--- config.mk ---
export PLATFORM = sky130hd
export DESIGN_NAME = ex_module
export DESIGN_NICKNAME = d
export VERILOG_FILES = /design/src/rtl/ex_module.sv
export SDC_FILE = /design/constraint.sdc
export NUM_CORES = 1
export LEC_CHECK = 0
export ABC_AREA = 0
export CAP_MARGIN = 10
export CORE_ASPECT_RATIO = 0.9
export CORE_MARGIN = 5
export CORE_UTILIZATION = 25
export DETAILED_ROUTE_END_ITERATION = 16
export PLACE_DENSITY = 0.54
export SLEW_MARGIN = 10
export SYNTH_ARGS = -nofsm -noshare
export SYNTH_HDL_FRONTEND = slang
export SYNTH_SLANG_ARGS = --single-unit
--- constraint.sdc ---
create_clock -name clock -period 2.3 [get_ports clock]
set_input_delay 0.46 -clock clock [delete_from_list [all_inputs] [get_ports clock]]
set_output_delay 0.46 -clock clock [all_outputs]
set_load 0.02 [all_outputs]
--- src/rtl/ex_module.sv ---
// Execute stage: single-cycle ALU into a registered exbus, plus an iterative shift-add multiplier.
// Latency 1 cycle for ALU ops, 18 cycles for MUL; ex_stall holds decode for the first 17 MUL cycles.
module ex_module (
    input  logic        clock,
    input  logic        resetn,
    input  logic [55:0] idbus,
    output logic [39:0] exbus,
    output logic [2:0]  ex_dest,
    output logic        ex_stall
);
    localparam logic [3:0] OP_ADD = 4'b0000, OP_SUB = 4'b0001, OP_AND = 4'b0010,
                           OP_OR  = 4'b0011, OP_XOR = 4'b0100, OP_SLL = 4'b0101,
                           OP_SRL = 4'b0110, OP_SRA = 4'b0111, OP_SLT = 4'b1000,
                           OP_MUL = 4'b1001, OP_LD  = 4'b1010, OP_ST  = 4'b1011,
                           OP_LI  = 4'b1100;

    typedef enum logic [1:0] {IDLE, BUSY, DONE} state_t;

    logic        w_vld;
    logic [3:0]  w_op;
    logic [2:0]  w_dest;
    logic [15:0] w_a, w_b, w_stv, w_res;
    logic        w_mul_req;

    state_t      r_state;
    logic [3:0]  r_cnt;
    logic [15:0] r_acc, r_mcand, r_mplier, r_stv;
    logic [2:0]  r_dest;
    logic [39:0] r_exbus;

    assign w_vld  = idbus[55];
    assign w_op   = idbus[54:51];
    assign w_dest = idbus[50:48];
    assign w_a    = idbus[47:32];
    assign w_b    = idbus[31:16];
    assign w_stv  = idbus[15:0];

    assign w_mul_req = w_vld && (w_op == OP_MUL);
    assign ex_dest   = w_dest;
    assign exbus     = r_exbus;
    // Gated by resetn so a held MUL on idbus cannot stall decode during reset.
    assign ex_stall  = resetn && ((r_state == BUSY) || ((r_state == IDLE) && w_mul_req));

    always_comb begin
        w_res = 16'h0000;
        case (w_op)
            OP_ADD:        w_res = w_a + w_b;
            OP_SUB:        w_res = w_a - w_b;
            OP_AND:        w_res = w_a & w_b;
            OP_OR:         w_res = w_a | w_b;
            OP_XOR:        w_res = w_a ^ w_b;
            OP_SLL:        w_res = w_a << w_b[3:0];
            OP_SRL:        w_res = w_a >> w_b[3:0];
            OP_SRA:        w_res = $signed(w_a) >>> w_b[3:0];
            OP_SLT:        w_res = ($signed(w_a) < $signed(w_b)) ? 16'h0001 : 16'h0000;
            OP_LD, OP_ST:  w_res = w_a + w_b;
            OP_LI:         w_res = w_b;
            default:       w_res = 16'h0000;
        endcase
    end

    always_ff @(posedge clock or negedge resetn) begin
        if (!resetn) begin
            r_state  <= IDLE;
            r_cnt    <= 4'd0;
            r_acc    <= 16'h0000;
            r_mcand  <= 16'h0000;
            r_mplier <= 16'h0000;
            r_dest   <= 3'd0;
            r_stv    <= 16'h0000;
            r_exbus  <= 40'h0;
        end else begin
            case (r_state)
                IDLE: begin
                    if (w_mul_req) begin
                        // Operands, dest and stvalue are latched so idbus is free to change.
                        r_mcand  <= w_a;
                        r_mplier <= w_b;
                        r_dest   <= w_dest;
                        r_stv    <= w_stv;
                        r_acc    <= 16'h0000;
                        r_cnt    <= 4'd0;
                        r_exbus  <= 40'h0;
                        r_state  <= BUSY;
                    end else if (w_vld) begin
                        r_exbus <= {1'b1, w_op, w_dest, w_res, w_stv};
                    end else begin
                        r_exbus <= 40'h0;
                    end
                end
                BUSY: begin
                    if (r_mplier[0])
                        r_acc <= r_acc + r_mcand;
                    r_mcand  <= r_mcand << 1;
                    r_mplier <= r_mplier >> 1;
                    r_cnt    <= r_cnt + 4'd1;
                    r_exbus  <= 40'h0;
                    if (r_cnt == 4'd15)
                        r_state <= DONE;
                end
                DONE: begin
                    r_exbus <= {1'b1, OP_MUL, r_dest, r_acc, r_stv};
                    r_state <= IDLE;
                end
                default: begin
                    r_exbus <= 40'h0;
                    r_state <= IDLE;
                end
            endcase
        end
    end
endmodule

==> results of run 1 <==
[path summary, 6_finish.rpt]
path                              from     endpoint  cells past startpoint
setup / recovery             idbus[32]    exbus[30]                     13
hold / removal                  resetn     r_stv[4]                      2
setup reg to reg            r_mcand[7]    r_acc[14]                      7
hold reg to reg            r_mplier[6]  r_mplier[5]                      2
max in group asynchronous       resetn  r_mplier[3]                      2
min in group clock         r_mplier[6]  r_mplier[5]                      2
[cells in the final DEF, fill, tap and decap left out, types with 17 or more instances in the layout]
cell type and instances:
o21ai_0 85, buf_6 18, ha_4 17, buf_4 289
a21oi_1 65, nand2_1 88, nand3_1 36, nor2_1 81
clkbuf_16 18, a22o_1 23, mux2_2 24, dfrtp_1 112
ha_1 39, inv_1 32, o211ai_1 18, a21o_1 18
xnor2_1 18, clkdlybuf4s50_1 66
[registers in the layout (all words and copies together) (netlist names)]
signal	count
exbus	40
r_dest	3
r_cnt	4
r_stv	16
r_mcand	16
r_state	2
r_mplier	16
r_acc	16
[stage by stage]
step	util (%)	std cells	TNS, ns
after floorplan	-	1049	-0.351
after global placement	35.1	1833	-25.85
after detailed placement	35.1	1833	-27.98
after CTS	37.9	1882	-0.108
after global routing	39.1	1893	-0.193
final	39.1	1893	-0.00442
[cell type report]
cell class / count / area, um^2 / share of cell area, %
multi-input combinational: 808 / 6520 / 45.9
clock buffer: 21 / 460 / 3.24
sequential: 113 / 2830 / 19.9
timing repair buffer: 412 / 3480 / 24.5
tap: 476 / 596 / 4.20
clock inverter: 10 / 87.6 / 0.617
inverter: 53 / 230 / 1.62
[per-layer routing]
metal / track usage, % / vias to the layer above / routed length [um]
met5: 0 / - / 0
met4: 5.56 / 0 / 865
met3: 4.37 / 49 / 2830
met2: 28.5 / 361 / 17600
met1: 27.8 / 4762 / 18800
li1: - / 4595 / -
[critical path, cell delays in order]
cell      delay [ns]
buf_8           0.11
inv_4           0.05
ha_4            0.13
inv_2           0.04
fa_2            0.36
nor2b_4         0.14
o21a_4          0.21
o311ai_4        0.20
buf_4           0.20
nor4b_4         0.05
or4_1           0.39
a31oi_1         0.19
a211o_1         0.12
[power groups by stage]
stage               Clock, mW  Combinational, mW  Sequential, mW
floorplan                   0               2.06            2.96
global placement            0               3.77            2.97
detailed placement          0               3.82            2.99
CTS                      2.59               3.95            2.95
global route             2.67               4.52            3.04
finish                   2.51               4.15            2.97
[repair_timing]
action,in CTS,in global routing
resized for setup,164,99
gates cloned,0,1
endpoints found under the hold margin,0,0
buffers inserted,19,11
pin swaps,28,50
setup endpoints to repair,18,22
[cell families after synthesis]
logic type / after synthesis
compound gates: 369
xor+xnor: 27
fa+ha+maj: 68
buf+inv: 128
simple gates: 279
flops: 113
mux: 65
==> reports/qor.txt, run 1 <==
Skew final: 0.0163 ns
Fin worst setup slack: -0.00318 ns
Status: finished, violations left
Worst-Margin Slew: 0.660 ns
Int Power: 5.98 mW
Vias in the first global route: 9,407
Fillers: 3,697
Post-synth top flop: dfrtp_1
# setup viols final: 2
Area delta synth->final: 53.8%
Diodes inserted: 0
Initial Utilization: 25.4%
Mapped cell area: 9230 um^2
Min Hold Slack: 0.178 ns
PwrDens: 679 nW/um^2
Post-place setup slack: -1.21 ns
Clock power share: 26.1%
Drt pass-1 iters: 5
Global-route wire length before repair: 59,200 um
TritonCTS buffer count: 17
CTS hold repair buffers: 0
Main combinational cell family by area after synthesis: compound AO/OA/AOI/OAI gates
Post-synthesis sequential area ratio: 30.6%
Syn Inst Count: 1,049
Syn Area/Cell: 8.80 um^2
Initial DRC Count: 863
Mux contribution to synthesized area: 10.3%
Syn Nets: 1,175
Max-Cap Viols: 0
Flop-to-flop setup slack: 0.06 ns
Synth top area share: 30.6%
Largest net degree at the start of global routing: 114
Xor/xnor share of the synthesized area: 2.56%
CTS Sinks: 113
Wire length per cell: 21.2 um
Count leader, synth: dfrtp_1
CP endpoint kind: flip-flop
Asr flop ratio synth: 100%
Dpl hpwl: 31,300 um
Number of enable flip-flop cells after synthesis: 0
Synth Area in Adders: 9.46%
Final hold viol count: 0
NumNets Final: 1,531
Htree depth: 4
Via count: 9,767
Final wirelength: 40,100 um
Area share of and/or/nand/nor cells after synthesis: 13.8%
VDD IR-drop max: 0.000408 V
Switch Pwr: 3.65 mW
Max clock buf depth: 2
Area contributors post-synth: dfrtp_1 31%, ha_1 8.8%, o21ai_0 5.1%, a21oi_1 4.4%, mux4_2 3.9%
CP Max Fanout: 5
Row cnt: 66
Failing checks: negative setup slack
Initial antenna violation count: 0
Worst hold-check path type: in -> async
Crit start category: input port
Placement Cell Area: 12,700 um^2
Logic pwr share: 43.1%
DR vias/cell: 5.16
Sequential group share of total power: 30.8%
Fin crit share: 100%
Post-route DRC violation count: 0
Yosys top cell by area: dfrtp_1
Final instance area: 14,200 um^2
Max frequency: 434 MHz
Total power: 9.63 mW
Seq cells post-synth: 113
DIE WIDTH: 213 um
Io pins: 102
Top cells by count, synth: 113 x dfrtp_1, 94 x o21ai_0, 90 x nand2_1
RD Place Congestion: 0.951
GRT Total Usage: 19.2%
Final min period: 2.30 ns
Antenna Violating Nets Remaining: 0
WP data required: 2.66 ns
CTS clk-pin slew, worst paths: 0.06 ns
CP Class: in -> reg
CTS tree: done
RSZ-0062 raised after global routing: yes
Clk_lat worst skew: 0.42 ns
Total gr overflow: 0
Switching fraction of total power: 37.9%
Die Height: 192 um
P_leak: 6.37 nW
Crit path DAT: 2.66 ns
Slew HR: 56.0%
Clock root buffer: clkbuf_16
Synth Area in Compound Gates: 26.7%
Die footprint: 40,900 um^2
Share of layout cells above drive strength 1: 38.5%
Max-slew violation count: 0
Synth warn: 0
Port bufs: 101
Post-synth cell types: 81
Core Region: 36,300 um^2
Power figures use the tool's default switching activity.
==> run 2: changes to the inputs <==
Settings changed: SETUP_SLACK_MARGIN set to 0.4.
==> reports/qor.txt, run 2 (synthesis gave the netlist of run 1 again) <==
GRT Total Usage: 19.4%
Clock root buffer: clkbuf_16
Status: finished, violations left
Worst hold-check path type: in -> async
Htree depth: 4
CTS clk-pin slew, worst paths: 0.06 ns
WP data required: 2.66 ns
Most common cell after layout, fill and taps aside: buf_4
Row cnt: 66
Io pins: 102
CTS hold repair buffers: 0
PwrDens: 676 nW/um^2
Post-place setup slack: -0.966 ns
Failing checks: negative setup slack
Crit path max-delay family: compound AO/OA/AOI/OAI gates
Max clock buf depth: 2
Slew HR: 58.2%
Core Region: 36,300 um^2
Critical Path, Cell by Cell: buf_8, inv_4, ha_4, inv_2, fa_2, nor2b_4, o21a_1, o311ai_4, nor4b_2, or4_1, a31oi_1, a211o_1
NumNets Final: 1,559
Wire length per cell: 20.9 um
CP Max Fanout: 4
Largest net degree at the start of global routing: 114
Max frequency: 433 MHz
Fin crit share: 100%
Final instance area: 14,900 um^2
Total gr overflow: 0
Final wirelength: 40,100 um
Fillers: 3,604
Most frequent cells in the layout: 296 x buf_4, 111 x dfrtp_1, 85 x nand2_1
FF+latch area: 2830 um^2
Skew final: 0.00975 ns
P_leak: 6.62 nW
CP Class: in -> reg
DR vias/cell: 5.19
Dpl hpwl: 31,400 um
Via count: 9,983
Area delta synth->final: 61.3%
Drt pass-1 iters: 5
CTS Sinks: 113
Share of layout cells above drive strength 1: 42.6%
RSZ-0062 raised after global routing: yes
Flop-to-flop setup slack: 0.09 ns
R2R depth: 9
Fin worst setup slack: -0.00793 ns
Crit-path max cell delay: 0.47 ns
Global-route wire length before repair: 60,200 um
CTS tree: done
Vias in the first global route: 9,732
Antenna Violating Nets Remaining: 0
Clk_lat worst skew: 0.42 ns
Die footprint: 40,900 um^2
Diodes inserted: 0
Die Height: 192 um
DIE WIDTH: 213 um
Largest register FFs: 40
RR Startpoint: r_acc[0]
CP endpoint kind: flip-flop
Critical Path Start: idbus[32]
Crit start category: input port
# setup viols final: 1
VDD IR-drop max: 0.000563 V
Initial antenna violation count: 0
RR Endpoint: r_acc[14]
Multi-input logic area: 6810 um^2
Post-route DRC violation count: 0
Max-Cap Viols: 0
Crit path DAT: 2.67 ns
Buffer and inverter count on the worst path: 3
Initial DRC Count: 881
Slowest cell on the critical path: or4_1
RD Place Congestion: 0.976
Final hold viol count: 0
TritonCTS buffer count: 17
Initial Utilization: 25.4%
Placement Cell Area: 12,900 um^2
Port bufs: 101
Max-slew violation count: 0
Final min period: 2.31 ns
Worst-Margin Slew: 0.627 ns
## run 2: cell types whose count changed in the layout (fill, tap and decap cells not counted), sizes merged
cell	before	now
bufinv	1	3
dlymetal6s2s	5	1
clkinv	8	4
clkinvlp	3	7
buf	323	357
clkdlybuf4s15	4	10
clkbuf	28	21
dlygate4sd2	7	15
clkdlybuf4s50	66	56
## run 2: report_power, final
group	switching [mW]	total, mW	leakage [nW]	internal [mW]
logic	2.30	4.33	4.83	2.03
registers	0.443	2.98	1.50	2.54
clock network	0.997	2.76	0.289	1.76
## run 2: through the flow
step | hold slack [ns] | utilization (%) | TNS (ns) | cells | power, mW
after global placement | 0.460 | 35.4 | -25.25 | 1837 | 6.75
after CTS | 0.182 | 39.9 | -0.0708 | 1907 | 9.93
final | 0.143 | 41.0 | -0.00793 | 1922 | 10.1
after global routing | 0.210 | 41.0 | -0.0183 | 1922 | 10.7
after floorplan | 0.164 | - | -0.366 | 1049 | 5.07
after detailed placement | 0.471 | 35.4 | -25.85 | 1837 | 6.80
## run 2: worst max path at each step
stage,endpoint,cells past startpoint
4_1_cts,exbus[30],12
5_1_grt,exbus[30],12
3_3_place_gp,exbus[27],11
6_report,exbus[30],12
3_5_place_dp,exbus[23],13
2_1_floorplan,exbus[30],10
## run 2: final cells by class
cell class | count | area share [%]
Multi-Input combinational cell | 808 | 45.7
Timing Repair Buffer | 440 | 25.6
Sequential cell | 113 | 19.0
Tap cell | 476 | 4.00
Clock buffer | 20 | 3.07
Inverter | 53 | 1.58
Clock inverter | 12 | 1.05
## run 2: metal layers
metal | global-route usage (%) | part of all wire [%]
met5 | 0 | 0
met4 | 5.49 | 2.6
met3 | 3.02 | 6.5
met2 | 29.2 | 44
met1 | 28.7 | 47
## run 2: what timing repair did
item,CTS,global route
resized for setup,297,67
setup endpoints to repair,72,63
setup buffers,38,15
pin swaps,70,39
gates cloned,0,0
==> run 3: changes to the inputs <==
Settings changed: GPL_TIMING_DRIVEN set to 0, SKIP_LAST_GASP set to 1.
==> reports/qor.txt, run 3 (synthesis gave the netlist of run 1 again) <==
Htree depth: 4
Initial DRC Count: 998
Antenna Violating Nets Remaining: 0
Die footprint: 40,900 um^2
Fin worst setup slack: -0.217 ns
Most frequent cells in the layout: 108 x dfrtp_1, 88 x buf_4, 84 x nand2_1
Status: finished, violations left
NumNets Final: 1,386
P_leak: 5.71 nW
Crit-path max cell delay: 0.48 ns
Area delta synth->final: 47.7%
Min Hold Slack: 0.0120 ns
DR vias/cell: 5.56
RSZ-0062 raised after global routing: yes
Clk_lat worst skew: 0.42 ns
Buffer and inverter count on the worst path: 4
Crit path DAT: 2.85 ns
TritonCTS buffer count: 17
Worst hold-check path type: in -> async
Share of layout cells above drive strength 1: 35.1%
Max clock buf depth: 2
Wire length per cell: 23.5 um
Largest register FFs: 40
Largest net degree at the start of global routing: 72
Diodes inserted: 0
CTS clk-pin slew, worst paths: 0.06 ns
Final setup TNS: -1.34 ns
RD Place Congestion: 0.990
# setup viols final: 10
Max-Cap Viols: 0
Worst-Margin Slew: 0.828 ns
Fin cells: 1,749
WP data required: 2.63 ns
R2R depth: 9
CP endpoint kind: flip-flop
Slew HR: 44.3%
Via count: 9,730
Post-place setup slack: -1.69 ns
Final instance area: 13,600 um^2
Fin crit share: 109%
Die Height: 192 um
Io pins: 102
CP Depth: 13
PwrDens: 710 nW/um^2
RR Startpoint: r_mcand[0]
Port bufs: 98
Core Region: 36,300 um^2
Final min period: 2.52 ns
VDD IR-drop max: 0.000444 V
Initial Utilization: 25.4%
Post-route DRC violation count: 0
Drt pass-1 iters: 5
GRT Total Usage: 19.3%
CTS tree: done
Initial antenna violation count: 1
Slowest cell on the critical path: or4_1
Critical Path, Cell by Cell: buf_12, inv_6, ha_4, inv_2, fa_2, nor2b_4, o21a_4, o311ai_4, buf_6, nor4b_4, or4_1, a31oi_2, a211o_1
CP Max Fanout: 2
Dpl hpwl: 30,200 um
CTS Sinks: 113
Max-slew violation count: 0
Most common cell after layout, fill and taps aside: dfrtp_1
CP Class: in -> reg
Max frequency: 397 MHz
Placement Cell Area: 11,100 um^2
RR Endpoint: r_acc[14]
Row cnt: 66
Crit path max-delay family: compound AO/OA/AOI/OAI gates
Crit start category: input port
Final hold viol count: 0
Placed cells: 1,625
Vias in the first global route: 9,272
Total gr overflow: 0
Flop-to-flop setup slack: 0.10 ns
DIE WIDTH: 213 um
Final wirelength: 41,100 um
Failing checks: negative setup slack
Clock root buffer: clkbuf_16
Global-route wire length before repair: 59,600 um
Skew final: 0.0154 ns
run 3: cell types whose count changed in the layout (fill, tap and decap cells not counted), sizes merged:
cell	before	now
clkdlybuf4s50	56	61
clkbuf	21	62
dlymetal6s2s	1	0
clkdlybuf4s15	10	6
dlygate4sd2	15	6
bufinv	3	0
clkinvlp	7	8
buf	357	151
clkinv	4	7
run 3: worst max path at each step:
stage,startpoint,to,slack (ns)
after floorplan,idbus[17],exbus[30],-0.16
after global placement,resetn,ex_stall,-4.34
after detailed placement,idbus[33],exbus[27],-1.69
after CTS,idbus[32],exbus[30],-0.23
after global routing,idbus[32],exbus[30],-0.28
final,idbus[32],exbus[30],-0.22
run 3: worst register-to-register path: cells and delay by family, from the launching register on:
| family | cells | cell delay (ns) |
|---|---|---|
| flops | 1 | 0.39 |
| compound gates | 4 | 0.83 |
| simple gates | 3 | 0.31 |
| fa+ha+maj | 2 | 0.55 |
run 3: final cells by class:
| cell class | instances | area, um^2 |
|---|---|---|
| fill | 3637 | 22700 |
| multi-input combinational | 808 | 6910 |
| sequential | 113 | 2830 |
| timing repair buffer | 192 | 1840 |
| buffer | 75 | 617 |
| tap | 476 | 596 |
| clock buffer | 19 | 453 |
| inverter | 53 | 272 |
| clock inverter | 13 | 108 |
run 3: metal layers:
metal / part of all wire (%) / track usage, % / routed length (um) / up-vias
met5: 0 / 0 / 0 / -
met4: 3.3 / 5.56 / 1350 / 0
met3: 8.3 / 3.51 / 3410 / 72
met2: 44 / 29.2 / 18100 / 484
met1: 44 / 28.1 / 18300 / 4852
li1: - / - / - / 4322
run 3: timing repair:
item                       in CTS  in global routing
resized for setup             354                116
hold endpoints to repair       43                  0
pin swaps                      69                 69
buffers inserted               60                 30
setup endpoints to repair     102                 84
hold buffers                    1                  0
cloned                          0                  1
run 3: through the flow:
| step | utilization (%) | total power, mW |
|---|---|---|
| 5_1_grt | 37.5 | 10.2 |
| 4_1_cts | 35.6 | 9.30 |
| 2_1_floorplan | - | 5.07 |
| 3_5_place_dp | 30.5 | 6.37 |
| 3_3_place_gp | 30.4 | 6.32 |
| 6_report | 37.5 | 9.68 |
run 3: report_power, final:
group	internal (mW)	switching (mW)	total, mW
clock	1.45	0.997	2.44
sequential	2.54	0.436	2.98
combinational	1.85	2.40	4.25
total	5.84	3.84	9.68
